==> src/rtl/branch_resolver.sv <==
// EX-stage conditional branch resolver: decides taken/not-taken from comparator flags,
// issues a valid/ready redirect and holds flush. Optional counters under BR_STATS_EN.
module branch_resolver #(
    parameter int XLEN         = 32,
    parameter int FLUSH_CYCLES = 2,
    parameter int CNT_W        = 16
) (
    input  logic             clock,
    input  logic             reset_n,
    input  logic             br_valid,
    output logic             br_ready,
    input  logic [2:0]       br_funct3,
    input  logic [XLEN-1:0]  br_pc,
    input  logic [XLEN-1:0]  br_imm,
    output logic             BrUn,
    input  logic             BrEq,
    input  logic             BrLT,
    output logic             redirect_valid,
    input  logic             redirect_ready,
    output logic [XLEN-1:0]  redirect_pc,
    output logic             flush,
    output logic             br_illegal,
    output logic             br_misalign,
    output logic [CNT_W-1:0] br_cnt,
    output logic [CNT_W-1:0] taken_cnt
);

    typedef enum logic [1:0] {
        IDLE     = 2'd0,
        REDIRECT = 2'd1,
        FLUSH    = 2'd2
    } state_t;

    localparam logic [3:0] FLUSH_LAST = 4'(FLUSH_CYCLES - 1);

    state_t            state_q, state_d;
    logic              br_ready_q, br_ready_d;
    logic              redirect_valid_q, redirect_valid_d;
    logic [XLEN-1:0]   redirect_pc_q, redirect_pc_d;
    logic              flush_q, flush_d;
    logic [3:0]        flush_cnt_q, flush_cnt_d;
    logic              illegal_q, illegal_d;
    logic              misalign_q, misalign_d;
    logic              brun_q, brun_d;
    logic              accept_s;
    logic              taken_s;
    logic              illegal_s;
    logic [XLEN-1:0]   target_s;

    assign target_s  = br_pc + br_imm;
    assign accept_s  = (state_q == IDLE) && br_valid && br_ready_q;
    // The comparator must see the new mode in the same cycle it evaluates rs1/rs2.
    assign BrUn      = (state_q == IDLE) ? br_funct3[1] : brun_q;

    // Branch condition decode from comparator flags.
    always_comb begin
        taken_s   = 1'b0;
        illegal_s = 1'b0;
        case (br_funct3)
            3'b000:  taken_s = BrEq;
            3'b001:  taken_s = !BrEq;
            3'b100:  taken_s = BrLT;
            3'b110:  taken_s = BrLT;
            3'b101:  taken_s = !BrLT;
            3'b111:  taken_s = !BrLT;
            default: illegal_s = 1'b1;
        endcase
    end

    // Next-state and output decode for the resolver FSM.
    always_comb begin
        state_d          = state_q;
        br_ready_d       = br_ready_q;
        redirect_valid_d = redirect_valid_q;
        redirect_pc_d    = redirect_pc_q;
        flush_d          = flush_q;
        flush_cnt_d      = flush_cnt_q;
        illegal_d        = 1'b0;
        misalign_d       = 1'b0;
        brun_d           = brun_q;
        case (state_q)
            IDLE: begin
                br_ready_d = 1'b1;
                if (accept_s) begin
                    brun_d    = br_funct3[1];
                    illegal_d = illegal_s;
                    if (taken_s && target_s[1]) begin
                        misalign_d = 1'b1;
                    end else if (taken_s) begin
                        redirect_pc_d    = target_s;
                        redirect_valid_d = 1'b1;
                        br_ready_d       = 1'b0;
                        state_d          = REDIRECT;
                    end else begin
                        state_d = IDLE;
                    end
                end else begin
                    state_d = IDLE;
                end
            end
            REDIRECT: begin
                if (redirect_ready) begin
                    redirect_valid_d = 1'b0;
                    flush_d          = 1'b1;
                    flush_cnt_d      = FLUSH_LAST;
                    state_d          = FLUSH;
                end else begin
                    redirect_valid_d = 1'b1;
                end
            end
            FLUSH: begin
                if (flush_cnt_q == 4'd0) begin
                    flush_d    = 1'b0;
                    br_ready_d = 1'b1;
                    state_d    = IDLE;
                end else begin
                    flush_cnt_d = flush_cnt_q - 4'd1;
                end
            end
            default: begin
                state_d          = IDLE;
                br_ready_d       = 1'b0;
                redirect_valid_d = 1'b0;
                flush_d          = 1'b0;
            end
        endcase
    end

    // State and registered outputs.
    always_ff @(posedge clock or negedge reset_n) begin
        if (!reset_n) begin
            state_q          <= IDLE;
            br_ready_q       <= 1'b0;
            redirect_valid_q <= 1'b0;
            redirect_pc_q    <= {XLEN{1'b0}};
            flush_q          <= 1'b0;
            flush_cnt_q      <= 4'd0;
            illegal_q        <= 1'b0;
            misalign_q       <= 1'b0;
            brun_q           <= 1'b0;
        end else begin
            state_q          <= state_d;
            br_ready_q       <= br_ready_d;
            redirect_valid_q <= redirect_valid_d;
            redirect_pc_q    <= redirect_pc_d;
            flush_q          <= flush_d;
            flush_cnt_q      <= flush_cnt_d;
            illegal_q        <= illegal_d;
            misalign_q       <= misalign_d;
            brun_q           <= brun_d;
        end
    end

    assign br_ready       = br_ready_q;
    assign redirect_valid = redirect_valid_q;
    assign redirect_pc    = redirect_pc_q;
    assign flush          = flush_q;
    assign br_illegal     = illegal_q;
    assign br_misalign    = misalign_q;

`ifdef BR_STATS_EN
    localparam logic [CNT_W-1:0] CNT_MAX = {CNT_W{1'b1}};
    localparam logic [CNT_W-1:0] CNT_ONE = {{(CNT_W-1){1'b0}}, 1'b1};

    logic [CNT_W-1:0] br_cnt_q, br_cnt_d;
    logic [CNT_W-1:0] taken_cnt_q, taken_cnt_d;

    // Saturating statistics; misaligned branches still count as taken.
    always_comb begin
        br_cnt_d    = br_cnt_q;
        taken_cnt_d = taken_cnt_q;
        if (accept_s && (br_cnt_q != CNT_MAX)) begin
            br_cnt_d = br_cnt_q + CNT_ONE;
        end else begin
            br_cnt_d = br_cnt_q;
        end
        if (accept_s && taken_s && (taken_cnt_q != CNT_MAX)) begin
            taken_cnt_d = taken_cnt_q + CNT_ONE;
        end else begin
            taken_cnt_d = taken_cnt_q;
        end
    end

    // Counter registers.
    always_ff @(posedge clock or negedge reset_n) begin
        if (!reset_n) begin
            br_cnt_q    <= {CNT_W{1'b0}};
            taken_cnt_q <= {CNT_W{1'b0}};
        end else begin
            br_cnt_q    <= br_cnt_d;
            taken_cnt_q <= taken_cnt_d;
        end
    end

    assign br_cnt    = br_cnt_q;
    assign taken_cnt = taken_cnt_q;
`else
    assign br_cnt    = {CNT_W{1'b0}};
    assign taken_cnt = {CNT_W{1'b0}};
`endif

endmodule
==> config.mk <==
export PLATFORM = sky130hd
export DESIGN_NAME = branch_resolver
export DESIGN_NICKNAME = d
export VERILOG_FILES = /design/src/rtl/branch_resolver.sv
export SDC_FILE = /design/constraint.sdc
export NUM_CORES = 1
export LEC_CHECK = 0
export ABC_AREA = 1
export BUFFER_PORTS_ARGS = -buffer_cell sky130_fd_sc_hd__buf_2
export CAP_MARGIN = 20
export CORE_MARGIN = 4
export CORE_UTILIZATION = 50
export CTS_BUF_LIST = sky130_fd_sc_hd__clkbuf_4 sky130_fd_sc_hd__clkbuf_8
export CTS_CLUSTER_DIAMETER = 200
export DETAILED_ROUTE_END_ITERATION = 16
export GPL_ROUTABILITY_DRIVEN = 0
export PLACE_DENSITY = 0.79
export SYNTH_ARGS = -nofsm -noshare
export SYNTH_HDL_FRONTEND = slang
export SYNTH_SLANG_ARGS = --single-unit
==> constraint.sdc <==
create_clock -name clock -period 1.9 [get_ports clock]
set_input_delay 0.095 -clock clock [delete_from_list [all_inputs] [get_ports clock]]
set_output_delay 0.095 -clock clock [all_outputs]
set_load 0.02 [all_outputs]
==> impl_metrics.py <==
metrics = {
    "synth": {
        "syn-instance-count": 715,
        "synth.largest_area_cell": "dfrtp_1",
        "ys_ff_latch": 44,
        "synth_edf_count": 0,
        "yosysWarnings": 0,
        "syn_avg_cell_area_um2": 6.11,
        "syn-cell-area_um2": 4370,
        "async_reset_ff_share_pct": 100,
        "ys_seq_area_share_pct": 25.2,
        "yosys.area.top_type_share_pct": 25.2,
        "synth.area.top_cells": "dfrtp_1 (25%), nand2_1 (25%), inv_1 (11%)",
        "synth-main-ff-cell": "dfrtp_1",
        "ys_types": 31,
    },
    "global_routing": {
        "antenna_found_initial": 0,
        "overflow": 0,
        "grt_max_degree": 27,
        "grt_pass1_wl_mm": 18.5,
        "grt_use_total_pct": 22.0,
        "grt_pass1_vias": 4115,
    },
    "worst_setup_path": {
        "startpoint": "flush_cnt_q[0]$_DFFE_PN0P_",
        "r2r_start": "flush_cnt_q[0]$_DFFE_PN0P_",
        "ff2ff_path_depth": 9,
        "end_kind": "flip-flop",
        "crit_path_start_kind": "flip-flop",
        "r2r_slack_ns": 0.33,
        "crit_fanout": 5,
        "slowest_delay_ns": 0.37,
        "r2r_end": "flush_cnt_q[3]$_DFFE_PN0P_",
        "path_class": "reg2reg",
        "slowest_stage": "dfrtp_1",
        "worstPathCellList": "inv_1, ha_1, nand2_1, and2_1, inv_1, nand2_1, nand4_1, xor2_1, nor2_1",
        "crit_required_ns": 2.10,
        "crit_arrival_ns": 1.76,
    },
    "min_path": {
        "min-delay-path-class": "in2reg",
        "min-delay-start": "br_valid",
        "min_to": "br_illegal$_DFF_PN0_",
        "whs_path_depth": 3,
    },
    "finish": {
        "final_cell_mix": "nand2_1 (291), inv_1 (129), buf_2 (110)",
        "multi_input_area_um2": 2590,
        "nNetsFinal": 937,
        "design_area_um2": 5040,
        "fill_cells": 856,
        "final_common_cell": "nand2_1",
        "final_util_pct": 60.4,
        "diodes": 0,
        "ff_latch_area_um2": 1100,
        "final_layout_size_suffix_gt1_share_pct": 15.8,
        "areaGrowthSynthToFinish_pct": 15.3,
    },
    "routing": {
        "drt-pass1-iter-count": 5,
        "vias": 4555,
        "viasPerCell": 4.87,
        "wl_per_cell_um": 12.1,
        "routed_wl_mm": 11.3,
        "drt_iter0_drc": 319,
        "antenna_left": 0,
        "drc": 0,
    },
    "pwr": {
        "p_leak_nw": 3.20,
        "power.density_nw_per_um2": 905,
        "peakVddDrop_mv": 0.447,
    },
    "floorplan": {
        "die_area_um2": 10300,
        "die_y_um": 101,
        "ios": 143,
        "core_area_um2": 8340,
        "std_cell_rows": 33,
        "start_util_pct": 52.4,
        "die_x_um": 101,
    },
    "timing": {
        "period_share_pct": 82.5,
        "rsz0062_at_grt": "false",
        "drv_slew": 0,
        "period_needed_ns": 1.57,
        "setup_violations": 0,
        "setup_tns_ns": 0,
        "fin_worst_skew_ns": 0.00675,
        "finalHoldViolCount": 0,
        "max_freq_mhz": 638,
    },
    "placed_design": {
        "hpwl_mm": 9.66,
        "postPlaceCellArea_um2": 4930,
        "port_buffers": 110,
    },
    "cts": {
        "root_buffer": "clkbuf_8",
        "clkSinkCount": 44,
        "cts_setup_buffers": 0,
        "cts_resized": 0,
        "cts_tree": "done",
        "clk_path_buf_depth": 2,
        "clkTransAtPathRegs_ns": 0.09,
        "clk_latency_ns": 0.30,
        "cts_made_buffers": 5,
        "htreeDepth": 2,
    },
    "flow_run": {
        "maxCapViolations": 0,
    },
    "outcome": {
        "status": "completed",
    },
}
-- critical path: cells and delay by family, from the launching register on --
| family | cells | cell delay, ns |
|---|---|---|
| buffers and inverters | 2 | 0.18 |
| DFF | 1 | 0.37 |
| and+or+nand+nor | 5 | 0.54 |
| adders and majority gates | 1 | 0.20 |
| xor gates and xnor gates | 1 | 0.15 |
-- what timing repair did --
action | in CTS | in global routing
endpoints found under the setup margin | 0 | 0
hold buffers | 1 | 0
endpoints found under the hold margin | 44 | 0
-- how the worst max path moves through the flow --
stage | cells past startpoint | end
2_1_floorplan | 10 | redirect_pc[28]$_DFFE_PN0P_
3_3_place_gp | 11 | redirect_pc[28]$_DFFE_PN0P_
3_5_place_dp | 11 | redirect_pc[20]$_DFFE_PN0P_
4_1_cts | 9 | flush_cnt_q[3]$_DFFE_PN0P_
5_1_grt | 9 | flush_cnt_q[3]$_DFFE_PN0P_
6_report | 9 | flush_cnt_q[3]$_DFFE_PN0P_
-- layer usage --
metal	wire [µm]	global-route usage, %
met5	0	0
met1	5030	31.2
met4	135	4.91
met3	998	2.69
met2	5130	36.0
-- cells in the mapped netlist, types with 3 or more instances --
master,number
nor3_1,4
nand2_1,291
xnor2_1,15
buf_2,4
nand3_1,41
buf_6,3
nand3b_1,4
nor2_1,50
dfrtp_1,44
o21ai_0,22
inv_1,129
a21oi_1,23
ha_1,33
buf_4,32
-- area by class of cell --
class	count	share of cell area (%)
clock inverter	3	0.472
multi-input combinational	532	51.5
sequential	44	21.9
inverter	131	9.79
timing repair buffer	116	12.4
clock buffer	5	1.37
tap	105	2.61
-- metrics by stage --
step	power, mW	std cells	hold slack, ns	setup slack (ns)
after floorplan	3.21	746	-0.201	0.354
after global placement	3.90	927	-0.0447	0.129
after detailed placement	3.97	927	-0.0350	0.0430
after CTS	4.58	936	0.0483	0.322
after global routing	4.94	936	0.0615	0.165
final	4.56	936	0.0507	0.333
-- registers in the layout (all words and copies together) (netlist names) --
name	cells
br_illegal	1
br_misalign	1
flush	1
br_ready	1
flush_cnt_q	4
redirect_valid	1
state_q	2
redirect_pc	32
brun_q	1
-- cell families (layout without fill, tap and decap cells) --
kind of cell | count (synthesis) | count (layout) | share of synthesized area, %
other | 1 | 32 | 0.0859
adder cells (fa/ha/maj) | 34 | 34 | 9.91
AND/OR/NAND/NOR | 398 | 398 | 37.2
AO/OA/AOI/OAI | 52 | 52 | 6.39
buffers and inverters | 170 | 255 | 18.0
XOR/XNOR | 16 | 16 | 3.21
flip-flops | 44 | 44 | 25.2
-- power breakdown --
| group | leakage, nW | total [mW] | switching, mW | internal (mW) |
|---|---|---|---|---|
| Combinational | 2.61 | 2.39 | 1.57 | 0.824 |
| Clock | 0.0404 | 0.605 | 0.345 | 0.261 |
| Sequential | 0.550 | 1.56 | 0.219 | 1.34 |
| Total | 3.20 | 4.56 | 2.13 | 2.42 |
No activity file was read; power rests on OpenSTA's default activity.
